<file path="config.mk">
export PLATFORM = sky130hd
export DESIGN_NAME = decode_ctrl_queue_flat
export DESIGN_NICKNAME = d
export VERILOG_FILES = /design/src/rtl/decode_ctrl_queue_if.sv /design/src/rtl/decode_ctrl_queue.sv /design/src/flat_wrapper.sv
export SDC_FILE = /design/constraint.sdc
export NUM_CORES = 1
export LEC_CHECK = 0
export BUFFER_PORTS_ARGS = -buffer_cell sky130_fd_sc_hd__buf_2
export CORE_UTILIZATION = 40
export DETAILED_ROUTE_END_ITERATION = 7
export PLACE_DENSITY_LB_ADDON = 0.05
export SETUP_SLACK_MARGIN = 0.1
export SYNTH_ARGS = -nofsm -noshare
export SYNTH_HDL_FRONTEND = slang
export SYNTH_SLANG_ARGS = --single-unit
</file>
<file path="constraint.sdc">
create_clock -name clk -period 4.6 [get_ports clk]
set_clock_uncertainty 0.05 [all_clocks]
set_input_delay 0.69 -clock clk [delete_from_list [all_inputs] [get_ports clk]]
set_output_delay 0.69 -clock clk [all_outputs]
set_load 0.005 [all_outputs]
</file>
<file path="src/rtl/decode_ctrl_queue_if.sv">
// Handshake bundle between fetch, the decode-control queue and register read.
// The queue owns the slave side; the producer/consumer side is the master.
interface decode_ctrl_queue_if #(
    parameter int unsigned DEPTH = 2,
    parameter int unsigned CNT_W = 16
);
    logic                         flush;
    logic                         in_valid;
    logic                         in_ready;
    logic [31:0]                  in_pc;
    logic [31:0]                  in_instr;
    logic                         in_bd;
    logic                         out_valid;
    logic                         out_ready;
    logic [31:0]                  out_pc;
    logic [31:0]                  out_instr;
    logic                         out_bd;
    logic [4:0]                   out_dst_addr;
    logic                         out_reg_write;
    logic                         out_exc;
    logic [4:0]                   out_exc_code;
    logic [$clog2(DEPTH+1)-1:0]   count;
    logic [CNT_W-1:0]             exc_count;

    modport master (
        output flush, in_valid, in_pc, in_instr, in_bd, out_ready,
        input  in_ready, out_valid, out_pc, out_instr, out_bd, out_dst_addr,
               out_reg_write, out_exc, out_exc_code, count, exc_count
    );

    modport slave (
        input  flush, in_valid, in_pc, in_instr, in_bd, out_ready,
        output in_ready, out_valid, out_pc, out_instr, out_bd, out_dst_addr,
               out_reg_write, out_exc, out_exc_code, count, exc_count
    );
endinterface

</file>
<file path="src/rtl/decode_ctrl_queue.sv">
// Decode-control stage: decodes dst/reg-write/exceptions at enqueue time and
// buffers the decoded entries in a DEPTH-entry FIFO with flush support.
module decode_ctrl_queue #(
    parameter int unsigned DEPTH   = 2,
    parameter logic [31:0] ADDR_LO = 32'h0000_3000,
    parameter logic [31:0] ADDR_HI = 32'h0000_6ffc,
    parameter bit          EN_CP0  = 1'b1,
    parameter int unsigned CNT_W   = 16
) (
    input logic                clk,
    input logic                reset_n,
    decode_ctrl_queue_if.slave bus
);
    localparam int unsigned PW = (DEPTH > 1) ? $clog2(DEPTH) : 1;
    localparam int unsigned CW = $clog2(DEPTH + 1);

    typedef struct packed {
        logic [31:0] pc;
        logic [31:0] instr;
        logic        bd;
        logic [4:0]  dst;
        logic        reg_write;
        logic        exc;
        logic [4:0]  exc_code;
    } entry_t;

    entry_t           mem_q [DEPTH];
    entry_t           dec_d;
    entry_t           head;
    logic [PW-1:0]    wr_ptr_q, wr_ptr_d, rd_ptr_q, rd_ptr_d;
    logic [CW-1:0]    count_q, count_d;
    logic [CNT_W-1:0] exc_cnt_q, exc_cnt_d;
    logic             push, pop, in_ready, out_valid;

    logic [5:0] dec_op, dec_fn;
    logic [4:0] dec_rs, dec_rt, dec_rd;
    logic       dec_ri, dec_sys, dec_cp0, dec_adel;

    assign dec_op   = bus.in_instr[31:26];
    assign dec_rs   = bus.in_instr[25:21];
    assign dec_rt   = bus.in_instr[20:16];
    assign dec_rd   = bus.in_instr[15:11];
    assign dec_fn   = bus.in_instr[5:0];
    assign dec_adel = (bus.in_pc[1:0] != 2'b00) || (bus.in_pc < ADDR_LO) || (bus.in_pc > ADDR_HI);

    always_comb begin
        dec_d       = '0;
        dec_d.pc    = bus.in_pc;
        dec_d.instr = bus.in_instr;
        dec_d.bd    = bus.in_bd;
        dec_ri      = 1'b0;
        dec_sys     = 1'b0;
        dec_cp0     = 1'b0;
        case (dec_op)
            6'h00: begin
                case (dec_fn)
                    6'h20, 6'h22, 6'h24, 6'h25, 6'h2a: begin
                        dec_d.dst       = dec_rd;
                        dec_d.reg_write = 1'b1;
                    end
                    6'h08:   dec_d.reg_write = 1'b0;
                    6'h0c:   dec_sys = 1'b1;
                    default: dec_ri  = 1'b1;
                endcase
            end
            6'h08, 6'h0d, 6'h0f, 6'h23: begin
                dec_d.dst       = dec_rt;
                dec_d.reg_write = 1'b1;
            end
            6'h03: begin
                dec_d.dst       = 5'd31;
                dec_d.reg_write = 1'b1;
            end
            6'h2b, 6'h04: dec_d.reg_write = 1'b0;
            6'h10: begin
                dec_cp0 = 1'b1;
                if (dec_rs == 5'h00) begin
                    dec_d.dst       = dec_rt;
                    dec_d.reg_write = 1'b1;
                end else if (dec_rs == 5'h04) begin
                    dec_d.reg_write = 1'b0;
                end else if (!(dec_rs == 5'h10 && dec_fn == 6'h18)) begin
                    dec_ri = 1'b1;
                end
            end
            default: dec_ri = 1'b1;
        endcase
        if (dec_cp0 && !EN_CP0) begin
            dec_ri = 1'b1;
        end
        // Exception priority: address error masks everything about the word.
        if (dec_adel) begin
            dec_d.instr     = '0;
            dec_d.dst       = '0;
            dec_d.reg_write = 1'b0;
            dec_d.exc       = 1'b1;
            dec_d.exc_code  = 5'd4;
        end else if (dec_ri) begin
            dec_d.dst       = '0;
            dec_d.reg_write = 1'b0;
            dec_d.exc       = 1'b1;
            dec_d.exc_code  = 5'd10;
        end else if (dec_sys) begin
            dec_d.exc       = 1'b1;
            dec_d.exc_code  = 5'd8;
        end
        if (dec_d.dst == 5'd0) begin
            dec_d.reg_write = 1'b0;
        end
    end

    assign out_valid = (count_q != '0);
    assign in_ready  = (32'(count_q) < DEPTH) && !bus.flush;
    assign push      = bus.in_valid && in_ready;
    assign pop       = out_valid && bus.out_ready && !bus.flush;

    always_comb begin
        wr_ptr_d  = wr_ptr_q;
        rd_ptr_d  = rd_ptr_q;
        count_d   = count_q;
        exc_cnt_d = exc_cnt_q;
        if (push && dec_d.exc && (exc_cnt_q != '1)) begin
            exc_cnt_d = exc_cnt_q + CNT_W'(1);
        end
        if (bus.flush) begin
            wr_ptr_d = '0;
            rd_ptr_d = '0;
            count_d  = '0;
        end else begin
            if (push) wr_ptr_d = wr_ptr_q + PW'(1);
            if (pop)  rd_ptr_d = rd_ptr_q + PW'(1);
            case ({push, pop})
                2'b10:   count_d = count_q + CW'(1);
                2'b01:   count_d = count_q - CW'(1);
                default: count_d = count_q;
            endcase
        end
    end

    always_ff @(posedge clk or negedge reset_n) begin
        if (!reset_n) begin
            wr_ptr_q  <= '0;
            rd_ptr_q  <= '0;
            count_q   <= '0;
            exc_cnt_q <= '0;
        end else begin
            wr_ptr_q  <= wr_ptr_d;
            rd_ptr_q  <= rd_ptr_d;
            count_q   <= count_d;
            exc_cnt_q <= exc_cnt_d;
        end
    end

    // Storage needs no reset: the output mux below hides stale entries.
    always_ff @(posedge clk) begin
        if (push) begin
            mem_q[wr_ptr_q] <= dec_d;
        end
    end

    assign head              = mem_q[rd_ptr_q];
    assign bus.in_ready      = in_ready;
    assign bus.out_valid     = out_valid;
    assign bus.out_pc        = out_valid ? head.pc        : '0;
    assign bus.out_instr     = out_valid ? head.instr     : '0;
    assign bus.out_bd        = out_valid ? head.bd        : 1'b0;
    assign bus.out_dst_addr  = out_valid ? head.dst       : '0;
    assign bus.out_reg_write = out_valid ? head.reg_write : 1'b0;
    assign bus.out_exc       = out_valid ? head.exc       : 1'b0;
    assign bus.out_exc_code  = out_valid ? head.exc_code  : '0;
    assign bus.count         = count_q;
    assign bus.exc_count     = exc_cnt_q;
endmodule

</file>
<file path="src/flat_wrapper.sv">
// flat-port wrapper written by rule: the top's interface ports become plain ports
module decode_ctrl_queue_flat 
#(
    parameter int unsigned DEPTH   = 2,
    parameter logic [31:0] ADDR_LO = 32'h0000_3000,
    parameter logic [31:0] ADDR_HI = 32'h0000_6ffc,
    parameter bit          EN_CP0  = 1'b1,
    parameter int unsigned CNT_W   = 16
)
  (clk, reset_n, bus_flush, bus_in_valid, bus_in_pc, bus_in_instr, bus_in_bd, bus_out_ready, bus_in_ready, bus_out_valid, bus_out_pc, bus_out_instr, bus_out_bd, bus_out_dst_addr, bus_out_reg_write, bus_out_exc, bus_out_exc_code, bus_count, bus_exc_count);
  decode_ctrl_queue_if #(.DEPTH(DEPTH), .CNT_W(CNT_W)) bus_i ();
  input logic clk;
  input logic reset_n;
  input wire logic [$bits(bus_i.flush)-1:0] bus_flush;
  input wire logic [$bits(bus_i.in_valid)-1:0] bus_in_valid;
  input wire logic [$bits(bus_i.in_pc)-1:0] bus_in_pc;
  input wire logic [$bits(bus_i.in_instr)-1:0] bus_in_instr;
  input wire logic [$bits(bus_i.in_bd)-1:0] bus_in_bd;
  input wire logic [$bits(bus_i.out_ready)-1:0] bus_out_ready;
  output wire logic [$bits(bus_i.in_ready)-1:0] bus_in_ready;
  output wire logic [$bits(bus_i.out_valid)-1:0] bus_out_valid;
  output wire logic [$bits(bus_i.out_pc)-1:0] bus_out_pc;
  output wire logic [$bits(bus_i.out_instr)-1:0] bus_out_instr;
  output wire logic [$bits(bus_i.out_bd)-1:0] bus_out_bd;
  output wire logic [$bits(bus_i.out_dst_addr)-1:0] bus_out_dst_addr;
  output wire logic [$bits(bus_i.out_reg_write)-1:0] bus_out_reg_write;
  output wire logic [$bits(bus_i.out_exc)-1:0] bus_out_exc;
  output wire logic [$bits(bus_i.out_exc_code)-1:0] bus_out_exc_code;
  output wire logic [$bits(bus_i.count)-1:0] bus_count;
  output wire logic [$bits(bus_i.exc_count)-1:0] bus_exc_count;
  assign bus_i.flush = bus_flush;
  assign bus_i.in_valid = bus_in_valid;
  assign bus_i.in_pc = bus_in_pc;
  assign bus_i.in_instr = bus_in_instr;
  assign bus_i.in_bd = bus_in_bd;
  assign bus_i.out_ready = bus_out_ready;
  assign bus_in_ready = bus_i.in_ready;
  assign bus_out_valid = bus_i.out_valid;
  assign bus_out_pc = bus_i.out_pc;
  assign bus_out_instr = bus_i.out_instr;
  assign bus_out_bd = bus_i.out_bd;
  assign bus_out_dst_addr = bus_i.out_dst_addr;
  assign bus_out_reg_write = bus_i.out_reg_write;
  assign bus_out_exc = bus_i.out_exc;
  assign bus_out_exc_code = bus_i.out_exc_code;
  assign bus_count = bus_i.count;
  assign bus_exc_count = bus_i.exc_count;
  decode_ctrl_queue #(.DEPTH(DEPTH), .ADDR_LO(ADDR_LO), .ADDR_HI(ADDR_HI), .EN_CP0(EN_CP0), .CNT_W(CNT_W)) u_core (.clk(clk), .reset_n(reset_n), .bus(bus_i));
endmodule
</file>
==> results.md, run 1 <==
- The areal power density over the cells is 390 nW/um^2.
- Once placement completed, the tool counted placed cells totaling 911.
- The post-synthesis cell type count is 53.
- Routability-driven placement finished with a final weighted congestion of 0.840.
- The number of gates resized after cts is 0.
- Cells fill 49.8% of the core in the end.
- TritonCTS built the clock tree.
- The first global-routing pass estimated 24.1 mm of wire.
- The via count normalized by instance count is 5.03.
- Derived from the worst setup path, the maximum achievable clock frequency is 0.324 GHz.
- By startpoint and endpoint, the worst setup path is classified as flip-flop to output port.
- The predominant post-synthesis flop cell is edfxtp_1.
- After clock tree synthesis, the setup repair step added 0 buffers.
- The area enclosed by the die boundary is 19000 um^2.
- Walking the worst path, the cells encountered are buf_4 -> mux2i_1 -> nor2_1 -> buf_2.
- Clock tree synthesis inserted a total of 17 buffers.
- Counting I/O delays and the setup requirement, the final critical path takes 3090 ps.
- The count of pins over their slew limit was 0.
- The number of sinks driven by the clock tree is 170.
- The total area inside the core boundary comes to 18000 um^2.
- The static power due to leakage is 3.51 nW.
- The number of warning messages in the yosys log is 0.
- Max-cap violations in this run came to 0.
- In this run the cell area of the synthesized design comes to 7380 um^2.
- After synthesis, flip-flops and latches occupy 67.8% of the total area.
- Entering global routing, the biggest net connects 77 pins.
- The net count of the finished layout is 772.
- The final layout contains routed wiring with a total length of 16.0 mm.
- The worst endpoint data arrival time is 2350 ps.
- The ratio of final minimum period to clock period is 67.2%.
- For this configuration, the core starts out at a cell density of 40.9%.
- The I/O pin count is 167.
- The insertion delay to the later sink of the worst-skew pair is 420 ps.
- The clock tree synthesis step divided the H-tree into 4 levels.
- The remaining max-slew budget at the tightest pin is 27.3%.
- The layout cell share with drive strength beyond 1 is 30.5%.
- The number of standard cells in the final layout excluding fillers is 943.
- Counting cells, the worst reg-to-reg path comes to 3.
- For this run, the total global-route usage over all layers was measured as 17.2%.
- The number of placement rows is 49.
- The leading area contributor after synthesis is edfxtp_1.
- In the synthesized netlist, the cells that appear most often are edfxtp_1, nor2_1, mux2i_1.
- Port buffering added 164 buffers.
- For the pin with the worst max-slew slack, the measured transition is 1090 ps.
- Setup repair after global routing left no endpoint under its margin.
- Averaged over all synthesized cells, the footprint is 13.7 um^2.
- In the synthesized netlist the async set-or-reset flop fraction comes to 11.8%.
- Among all stages on the critical path, the largest delay is contributed by dfrtp_4.
- The maximum fanout along the worst path is 46.
- The total inserted antenna cells is 0.
- The HPWL after detailed placement is 10.6 mm.
- The worst flop-to-flop path startpoint is u_core.bus.count[1].
- In this run the worst hold path is classified as primary input to asynchronous set/reset pin.
- The synthesized design contains 150 enable-type register cells.
- Of the post-synthesis cell area, the dominant cell type holds 61.0%.
- The number of global-route vias before repair was 4701.
- In this run the critical register-to-register path is captured at u_core.mem_q[1][11].
- For the worst setup path, the data required time is 3860 ps.
- Detailed routing inserted a total of 4739 vias.
- The pre-antenna-repair detailed-routing pass consisted of 4 iterations.
- Across the VDD grid, the largest voltage drop is 253 uV.
- Synthesis inferred 170 register bits.
- Adding up every negative setup slack in the final design gives 0 ps.
- The floorplan step set the die width to 138 um.
- The clock passes through at most 2 buffers.
- The clock-pin slew on the worst setup and hold paths is 60 ps.
- Setup violations remaining at the end of the flow were counted as 0.
- The tree is rooted in a clkbuf_16.
- In the post-synthesis netlist, the biggest area contributors are edfxtp_1, mux2i_1, dfrtp_1.
- In the final routed layout, each cell accounts on average for 17.0 um.
- The run finished with clean final reports.
- The peak per-stage delay on the critical path is 940 ps.
- The number of instances in the synthesized netlist is 537.
- The post-detailed-route DRC marker count is 0.
- The most repeated cell in the gate-level netlist after synthesis is edfxtp_1.
- The type of element launching the critical path is a flip-flop.
- The sort of element at the end of the critical path is an output port.
- The final number of hold-violating endpoints is 0.
- The tightest hold path in the finished design has a slack of 161 ps.
- The residual overflow from global routing is 0.
- The post-route antenna net violation count is 0.
- The worst register-to-register path has a setup slack of 1790 ps.
- The number of design-rule violations left by the first detailed-router iteration is 221.
- Compared with the post-synthesis result, the final layout area differs by 21.6%.
- The cts-stage hold buffer count is 0.
- The die is 138 um tall.
- The number of antenna violations at the first check in global routing is 0.
-- power by group --
part	internal, mW	switching (mW)
clock	0.733	0.559
combinational	0.182	0.210
sequential	1.76	0.0639
total	2.67	0.833
-- registers in the layout (all words and copies together) (netlist names) --
signal                cells
u_core.rd_ptr_q           1
u_core.wr_ptr_q           1
u_core.bus.exc_count     16
u_core.bus.count          2
u_core.mem_q            150
-- stage by stage --
stage	instance area [um^2]	total power, mW	setup slack, ps
finish	8970	3.50	1510
global route	8970	3.66	1370
CTS	8970	3.55	1460
detailed placement	8440	2.25	1440
global placement	8440	2.25	1510
floorplan	7390	2.06	934
-- worst max-delay path, delay by kind of cell (launching register included) --
kind          cells  cell delay (ps)
buf+inv           2              610
flops             1              940
mux               1              240
simple gates      1               70
-- cells in the final DEF (no fill, tap or decap), types with 8 or more instances in the layout --
cell | Yosys | layout
buf_2 | 0 | 164
edfxtp_1 | 150 | 150
nor2_1 | 101 | 99
mux2i_1 | 76 | 76
and2_1 | 28 | 27
dfrtp_1 | 20 | 19
clkbuf_16 | 0 | 17
nand2_1 | 15 | 15
nand3_1 | 12 | 12
nor3_1 | 10 | 9
xor2_1 | 9 | 9
a21oi_1 | 8 | 8
-- cell type report --
class,count,area [um^2]
fillers,1646,9050
inverters,7,26.3
well taps,229,287
multi-input cells,335,2250
clock buffers,18,429
clock inverters,14,108
flip-flops and latches,170,5010
repair buffers,170,866
-- per-layer routing --
layer | up-vias | share of wire (%) | global-route usage, %
met3 | 13 | 6.0 | 4.93
met2 | 137 | 50 | 29.3
met5 | - | 0 | 0
li1 | 2285 | - | -
met1 | 2304 | 42 | 20.2
met4 | 0 | 1.3 | 7.00
-- how the worst max path moves through the flow --
stage,from,to,slack (ps)
floorplan,bus_in_valid,u_core.mem_q[1][10],930
global route,u_core.rd_ptr_q,bus_out_dst_addr[3],1370
global placement,bus_in_pc[21],u_core.bus.exc_count[1],1510
detailed placement,bus_in_instr[31],u_core.bus.exc_count[1],1440
CTS,u_core.rd_ptr_q,bus_out_instr[30],1460
finish,u_core.rd_ptr_q,bus_out_dst_addr[3],1510
-- kinds of logic (layout without fill, tap and decap cells) --
| group | after synthesis | count (layout) | share of synthesized area (%) |
|---|---|---|---|
| simple gates | 208 | 208 | 14.4 |
| flops | 170 | 170 | 67.8 |
| mux | 79 | 79 | 10.8 |
| buf+inv | 33 | 209 | 2.08 |
| compound gates | 29 | 29 | 2.75 |
| xor+xnor | 16 | 16 | 1.90 |
| fa+ha+maj | 1 | 1 | 0.169 |
| other cells | 1 | 2 | 0.0508 |
Note: power is estimated with default switching activity, not from simulation.
==> run 2, diff against run 1 <==
clock period = 3.2 ns   (was 4.6 ns; I/O delays follow)
==> results.md, run 2 (synthesized netlist as in run 1, its figures left out) <==
- The area enclosed by the die boundary was 19000 um^2 (unchanged).
- The worst setup path endpoint is bus_out_pc[7].
- The worst endpoint data arrival time came to 2100 ps (-250 ps).
- The layout cell share with drive strength beyond 1 was 31.5% (+0.95 points).
- The maximum fanout along the worst path came to 31 (-33%).
- The post-CTS setup buffer count came to 0 (unchanged).
- The pin slew with the least headroom to its limit was 610 ps (-481 ps).
- The worst flop-to-flop path startpoint is u_core.bus.exc_count[0].
- The residual overflow from global routing is 0 (unchanged).
- The placeable core region came to 18000 um^2 (unchanged).
- The number of buffers inserted during clock tree synthesis is 17 (unchanged).
- The net count reported at finish is 780 (+1.0%).
- The number of failing setup endpoints in the final timing report is 0 (unchanged).
- The routed wire length is 16.3 mm (+1.5%).
- Setup repair after global routing left no endpoint under its margin.
- The worst-case vdd ir drop is 365 uV (+44%).
- The number of antenna violations at the first check in global routing was 2 (+2).
- The setup slack of the most critical reg-to-reg path is 1040 ps (-750 ps).
- The summed negative setup slack over all endpoints is 0 ps (unchanged).
- The required time at the endpoint of the critical path was 2670 ps (-1190 ps).
- The count of vias placed by the detailed router came to 4737 (-0.042%).
- The clock root buffer is clkbuf_16.
- The fmax is 0.380 GHz.
- The library cells used most frequently in the layout, excluding fill and tap cells, are buf_2, edfxtp_1, nor2_1.
- The worst path needs 2630 ps of the cycle, external delays included.
- The via count normalized by instance count was 4.98 (-0.99%).
- The die outline width is 138 um (unchanged).
- The final design instance area without fill is 9130 um^2 (+1.8%).
- The count of max-cap constraint violations is 0 (unchanged).
- The cts-stage hold buffer count is 1 (+1).
- The deepest clock path buffer count is 2 (unchanged).
- The critical path launch point is u_core.rd_ptr_q.
- The pin count of the biggest net entering global routing is 77 (unchanged).
- The CTS H-tree depth is 4 (unchanged).
- The class of the most critical hold timing path is primary input to flip-flop.
- The total of fill cells in the finished design came to 1619 (-1.6%).
- More flip-flops sit in one register than any other, and that register is u_core.mem_q.
- The critical path is of the flip-flop to output port type.
- The number of design-rule violations left by the first detailed-router iteration is 219 (-0.90%).
- The post-detailed-route DRC marker count was 0 (unchanged).
- The final hold slack is 196 ps (+34.9 ps).
- The half-perimeter wire length after detailed placement is 10.6 mm (+0.81%).
- TritonCTS built the clock tree.
- The depth of the worst register-to-register path came to 7 (+4).
- The I/O pin count is 167 (unchanged).
- The areal power density over the cells is 574 nW/um^2 (+47%).
- The floorplan die height is 138 um (unchanged).
- The count of pins over their slew limit came to 0 (unchanged).
- The remaining max-slew budget at the tightest pin was 59.3% (+32 points).
- The static power due to leakage was 3.61 nW (+2.7%).
- The aggregate global-route resource usage came to 17.7% (+0.55 points).
- The end of the worst register-to-register path is u_core.bus.exc_count[13].
- The number of placement rows is 49 (unchanged).
- The number of standard cells in the final layout excluding fillers came to 952 (+0.95%).
- The startpoint identified for the worst hold timing path is bus_in_pc[3].
- The worst setup path is launched from a flip-flop.
- The ratio of final minimum period to clock period is 82.3%.
- The count of buffers inserted at the top-level ports was 164 (unchanged).
- The relative area change from synthesis to final layout is 23.7%.
- The number of global-route vias before repair is 4699 (-0.043%).
- The run finished with clean final reports.
- The most frequent standard cell in the layout excluding fill and tap cells is buf_2.
- The sort of element at the end of the critical path is an output port.
- The number of sinks driven by the clock tree is 170 (unchanged).
- The number of gates resized after cts is 0 (unchanged).
- The count of placed standard cells including taps is 918 (+0.77%).
- The detail-routed net length per standard cell is 17.1 um (+0.52%).
- The placement-stage cell area is 8540 um^2 (+1.2%).
- The final number of hold-violating endpoints is 0 (unchanged).
- The routability-driven placement congestion ratio is 0.773 (-7.9%).
- The clock-pin slew on the worst setup and hold paths came to 70 ps (about the same).
- The number of flip-flops in the largest register is 150 (unchanged).
- The number of iterations in the first detailed-routing pass was 4 (unchanged).
- The first-pass GRT wire length is 24.5 mm (+1.9%).
- The initial cell density of the core came to 40.9% (unchanged).
- The post-route antenna net violation count is 0 (unchanged).
- The insertion delay to the later sink of the worst-skew pair was 420 ps (about the same).
run 2: how the worst min path moves through the flow:
stage | endpoint | depth (start not counted) | slack, ps
floorplan | u_core.bus.count[0] | 0 | 130
global placement | u_core.bus.exc_count[15] | 1 | 400
detailed placement | u_core.bus.exc_count[15] | 1 | 410
CTS | u_core.mem_q[1][48] | 1 | 170
global route | u_core.mem_q[1][55] | 1 | 170
finish | u_core.mem_q[0][48] | 1 | 200
run 2: layout make-up:
class                      count  area (um^2)  area share, %
clock buffer                  19          433           4.74
tap                          229          287           3.14
inverter                       7         26.3          0.288
multi-input combinational    335         2250           24.6
clock inverter                12          146           1.60
antenna                        2         5.00         0.0548
sequential                   170         5010           54.8
timing repair buffer         178          978           10.7
run 2: worst max-delay path, stage by stage, from the launching register on:
cell and delay [ps]:
dfrtp_4 830, buf_4 380, mux2i_1 250, nor2_1 50, buf_2 140
run 2: routing by layer:
| metal | vias up | share of wire [%] | wire (um) | GRT usage, % |
|---|---|---|---|---|
| met5 | - | 0 | 0 | 0 |
| met4 | 0 | 2.0 | 323 | 8.15 |
| met3 | 19 | 7.0 | 1140 | 5.19 |
| met2 | 157 | 48 | 7800 | 28.3 |
| met1 | 2255 | 43 | 7020 | 22.1 |
| li1 | 2306 | - | - | - |
run 2: through the flow:
step           worst slack (ps)  power, mW  utilization (%)
3_3_place_gp                247       3.25             47.4
4_1_cts                     508       5.32             50.6
2_1_floorplan               561       2.96                -
5_1_grt                     416       5.48             50.6
3_5_place_dp                169       3.26             47.4
6_report                    567       5.24             50.7
run 2: report_power, final:
part           total (mW)  leakage [nW]  switching (mW)  internal [mW]
Sequential           2.61          1.71          0.0899           2.52
Clock                2.04         0.282           0.822           1.22
Combinational       0.587          1.62           0.312          0.275
Total                5.24          3.61            1.22           4.02
